**config.mk**
```make
export PLATFORM = sky130hd
export DESIGN_NAME = five_dmem_arbiter
export DESIGN_NICKNAME = d
export VERILOG_FILES = /design/src/rtl/five_dmem_arbiter_pkg.sv /design/src/rtl/five_arb_pick.sv /design/src/rtl/five_dmem_arbiter.sv
export SDC_FILE = /design/constraint.sdc
export NUM_CORES = 1
export LEC_CHECK = 0
export BUFFER_PORTS_ARGS = -buffer_cell sky130_fd_sc_hd__buf_2
export CORE_ASPECT_RATIO = 0.9
export CORE_UTILIZATION = 40
export CTS_CLUSTER_DIAMETER = 60
export DETAILED_ROUTE_END_ITERATION = 12
export PLACE_DENSITY = 0.78
export SLEW_MARGIN = 20
export SYNTH_ARGS = -nofsm -noshare
export SYNTH_HDL_FRONTEND = slang
export SYNTH_SLANG_ARGS = --single-unit
```
**constraint.sdc**
```tcl
create_clock -name clk -period 2 [get_ports clk]
set_clock_uncertainty 0.2 [all_clocks]
set_input_delay 0.4 -clock clk [delete_from_list [all_inputs] [get_ports clk]]
set_output_delay 0.4 -clock clk [all_outputs]
set_load 0.05 [all_outputs]
```
**src/rtl/five_dmem_arbiter_pkg.sv**
```systemverilog
// Shared types and constants for the two-port data-memory arbiter.
package five_dmem_arbiter_pkg;
  localparam int AW_DEF = 12;
  localparam int DW_DEF = 16;

  typedef enum logic [1:0] {
    IDLE  = 2'd0,
    SERVE = 2'd1,
    DONE  = 2'd2
  } arb_state_e;

  localparam logic PORT_CPU = 1'b0;
  localparam logic PORT_DBG = 1'b1;
endpackage

```
**src/rtl/five_arb_pick.sv**
```systemverilog
// Combinational winner selection for the data-memory arbiter.
// DMEM_ARB_RR_EN selects round-robin on ties; otherwise port 0 has fixed priority.
module five_arb_pick
  import five_dmem_arbiter_pkg::*;
(
  input  logic req0,
  input  logic req1,
  input  logic last_owner,
  output logic winner
);

`ifdef DMEM_ARB_RR_EN
`else
  logic unused_last_owner_s;
  assign unused_last_owner_s = last_owner;
`endif

  // Tie resolution; a lone requester always wins.
  always_comb begin
    winner = PORT_CPU;
    if (req0 && req1) begin
`ifdef DMEM_ARB_RR_EN
      winner = ~last_owner;
`else
      winner = PORT_CPU;
`endif
    end else if (req1) begin
      winner = PORT_DBG;
    end else begin
      winner = PORT_CPU;
    end
  end

endmodule

```
**src/rtl/five_dmem_arbiter.sv**
```systemverilog
// Arbiter sharing the single-ported data memory between the CPU (port 0) and debug loader (port 1).
// Tie policy is set by DMEM_ARB_RR_EN (round-robin when defined, port 0 priority otherwise).
module five_dmem_arbiter
  import five_dmem_arbiter_pkg::*;
#(
  parameter int AW = AW_DEF,
  parameter int DW = DW_DEF
) (
  input  logic          clk,
  input  logic          rst,
  input  logic          req0,
  input  logic          req1,
  input  logic          we0,
  input  logic          we1,
  input  logic [AW-1:0] addr0,
  input  logic [AW-1:0] addr1,
  input  logic [DW-1:0] wdata0,
  input  logic [DW-1:0] wdata1,
  output logic          ack0,
  output logic          ack1,
  output logic [DW-1:0] rdata0,
  output logic [DW-1:0] rdata1,
  output logic          busy,
  output logic          owner,
  output logic          wr_dmemory,
  output logic [AW-1:0] Addr,
  output logic [DW-1:0] in_dmemory,
  input  logic [DW-1:0] out_dmemory
);

  arb_state_e    state_r;
  arb_state_e    state_s;
  logic          owner_r;
  logic          win_s;
  logic          sel_we_s;
  logic          ack0_r;
  logic          ack1_r;
  logic          busy_r;
  logic [DW-1:0] rdata0_r;
  logic [DW-1:0] rdata1_r;

  five_arb_pick u_pick (
    .req0       (req0),
    .req1       (req1),
    .last_owner (owner_r),
    .winner     (win_s)
  );

  assign sel_we_s = (owner_r == PORT_DBG) ? we1 : we0;

  // Next-state logic; DONE never looks at requests.
  always_comb begin
    state_s = state_r;
    case (state_r)
      IDLE: begin
        if (req0 || req1) begin
          state_s = SERVE;
        end else begin
          state_s = IDLE;
        end
      end
      SERVE:   state_s = DONE;
      DONE:    state_s = IDLE;
      default: state_s = IDLE;
    endcase
  end

  // Memory-side mux; the write strobe is suppressed while reset is asserted.
  always_comb begin
    wr_dmemory = 1'b0;
    Addr       = {AW{1'b0}};
    in_dmemory = {DW{1'b0}};
    if (state_r == SERVE) begin
      wr_dmemory = sel_we_s & ~rst;
      Addr       = (owner_r == PORT_DBG) ? addr1 : addr0;
      in_dmemory = (owner_r == PORT_DBG) ? wdata1 : wdata0;
    end else begin
      wr_dmemory = 1'b0;
    end
  end

  // State, owner, acknowledge and read-data registers.
  always_ff @(posedge clk) begin
    if (rst) begin
      state_r  <= IDLE;
      owner_r  <= PORT_DBG;
      ack0_r   <= 1'b0;
      ack1_r   <= 1'b0;
      busy_r   <= 1'b0;
      rdata0_r <= {DW{1'b0}};
      rdata1_r <= {DW{1'b0}};
    end else begin
      state_r <= state_s;
      busy_r  <= (state_s != IDLE);
      ack0_r  <= (state_r == SERVE) && (owner_r == PORT_CPU);
      ack1_r  <= (state_r == SERVE) && (owner_r == PORT_DBG);
      if ((state_r == IDLE) && (req0 || req1)) begin
        owner_r <= win_s;
      end
      if ((state_r == SERVE) && !sel_we_s) begin
        if (owner_r == PORT_DBG) begin
          rdata1_r <= out_dmemory;
        end else begin
          rdata0_r <= out_dmemory;
        end
      end
    end
  end

  assign ack0   = ack0_r;
  assign ack1   = ack1_r;
  assign busy   = busy_r;
  assign owner  = owner_r;
  assign rdata0 = rdata0_r;
  assign rdata1 = rdata1_r;

endmodule

```
==> results.tsv <==
metric	value	unit
max_stage_delay	0.38	ns
drt_pass1_iterations	4	
dpl.hpwl	3.89	mm
synth.mux.area_fraction	17.6	%
die_area	4960	um^2
port_buffers	142	
cts_root_buffer	clkbuf_8	
grt_pass1_wl	8.07	mm
vias	1875	
ys_seq_area_share	40.6	%
dpl.cell_count	379	
drc	0	
post-route-period-util	101	%
postPlaceCellArea	2720	um^2
layout_commonest_cell	buf_2	
finalSetupViolCount	25	
cts-htree-levels	2	
synthAdderAreaFrac	0	%
grt_setup_unrepaired	yes	
fin_cells	387	
synth_xor_area_share	0	%
fmax	493	MHz
synth_top_family_by_area	simple AND/OR/NAND/NOR gates	
ctsLongestPathBuffers	2	
cp_max_fo	28	
rows	23	
layout_setup_ws	-0.0284	ns
vias_per_cell	4.84	
wire_per_inst	14.4	um
synth_compound_area_share	13.8	%
mostFrequentLayoutCells	buf_2 (113), nand2b_1 (48), dfxtp_1 (35)	
finalHoldViolCount	0	
postSynthCellCount	183	
area_growth	64.6	%
initialDrtViolationCount	72	
design_area	3080	um^2
ys_seq_elements	38	
startpoint_type	flip-flop	
clkTransAtPathRegs	0.08	ns
finalNetCount	403	
grt_pass1_vias	1722	
period_needed	2.03	ns
ys_types	20	
critical_path_class	reg -> out	
drive_above_1_share	60.6	%
antenna_found_initial	0	
worstMarginPinSlew	0.371	ns
start_util	42.0	%
synth_area	1870	um^2
num_antenna_cells	0	
outcome	complete, but fails checks	
synth_nets	261	
chipWidth	74.1	um
cts_buffers	5	
cp_slowest_cell	dfxtp_4	
grt-ovfl-total	0	
drt_wl_total	5.58	mm
worstPathRequired	1.40	ns
ant_nets	0	
grt_max_degree	53	
die_y	66.9	um
end_kind	output port	
worst_hold_path_type	in -> reg	
postCtsHoldBufs	0	
yosysWarnings	0	
core_area	4460	um^2
p_leak	1.56	nW
powerDensity	694	nW/um^2
ios	143	
peakVddDrop	0.436	mV
gp_congestion	0.732	
max_slew_margin	75.3	%
avgSynthCellArea	10.2	um^2
slew_violations	0	
crit_path_cell_trace	nor3b_4 -> buf_12 -> a22o_2 -> buf_6	
maxCapViolations	0	
cts_tree	done	
cts.sinks	38	
grt.total_usage	21.9	%
violations	setup timing	
yosys.area_share.simple	22.7	%
insertion_delay	0.28	ns
cp.arrival	1.43	ns
==> worst paths after layout <==
| path | slack [ns] | from | cells past startpoint | to |
|---|---|---|---|---|
| hold / removal | 0.19 | out_dmemory[7] | 3 | rdata0[7] |
| hold reg to reg | 0.27 | rdata0[9] | 2 | rdata0[9] |
| setup reg to reg | 0.36 | owner | 3 | rdata0[2] |
| setup / recovery | -0.03 | state_r[0] | 4 | in_dmemory[13] |
==> stage by stage <==
stage | power [mW] | TNS, ns | utilization (%) | setup slack, ns | hold slack (ns)
after floorplan | 1.23 | -1.53 | - | -0.0766 | 0.358
after global routing | 2.23 | -2.61 | 69.1 | -0.108 | 0.184
after global placement | 1.40 | 0 | 61.0 | 0.0255 | 0.254
after detailed placement | 1.40 | 0 | 61.0 | 0.0260 | 0.259
final | 2.14 | -0.276 | 69.1 | -0.0284 | 0.186
after CTS | 2.14 | -0.456 | 67.9 | -0.0258 | 0.179
==> cells by family (layout without fill, tap and decap cells) <==
kind of cell,Yosys count,after routing
flip-flops,38,38
AND/OR/NAND/NOR,63,63
buffers and inverters,19,161
multiplexers,33,33
AO/OA/AOI/OAI,30,30
==> worst max-delay path, delay by kind of cell (launching register included) <==
kind,cells,cell delay (ns)
and+or+nand+nor,1,0.22
AOI/OAI and AO/OA,1,0.19
buffers and inverters,2,0.35
DFF,1,0.38
==> synthesized netlist by cell type <==
cell type / number / area share [%]
a211oi_1: 1 / 0.40
a21oi_1: 1 / 0.27
a22o_1: 28 / 13
and2_1: 1 / 0.33
and3b_1: 1 / 0.47
buf_2: 10 / 2.7
buf_6: 2 / 1.2
clkbuf_1: 5 / 1.0
dfxtp_1: 38 / 41
inv_1: 2 / 0.40
mux2i_1: 33 / 18
nand2b_1: 48 / 16
nand4bb_1: 1 / 0.60
nor2_1: 4 / 0.80
nor3b_4: 1 / 1.0
nor4_1: 1 / 0.33
nor4b_1: 2 / 0.94
nor4bb_1: 1 / 0.53
or3b_2: 2 / 0.94
or4b_4: 1 / 0.73
==> where the power goes <==
part | switching (mW) | leakage [nW] | internal [mW] | total, mW
sequential | 0.0183 | 0.309 | 0.783 | 0.801
clock | 0.261 | 0.0573 | 0.399 | 0.660
combinational | 0.395 | 1.20 | 0.282 | 0.678
==> what timing repair did <==
action,in CTS,in global routing
resized for setup,63,14
setup buffers,1,0
pin swaps,0,0
endpoints found under the setup margin,29,28
==> routing by layer <==
layer | vias up | routed length [um] | track usage (%) | share of wire [%]
li1 | 928 | - | - | -
met1 | 852 | 2260 | 24.1 | 40
met2 | 84 | 2750 | 38.0 | 49
met3 | 11 | 454 | 7.41 | 8.1
met4 | 0 | 113 | 9.62 | 2.0
met5 | - | 0 | 0 | 0
==> flip-flops by register name, indices dropped and copies added, names as in the netlist <==
register / cells
ack1: 1
rdata1: 16
ack0: 1
busy: 1
rdata0: 16
state_r: 2
owner: 1
==> layout make-up <==
cell class,count,area [um^2]
Sequential cell,38,769
Clock buffer,6,82.6
Fill cell,343,1380
Timing Repair Buffer,152,1040
Multi-Input combinational cell,126,1070
Tap cell,62,77.6
Inverter,2,7.51
Clock inverter,1,30.0
Power figures use the tool's default switching activity.
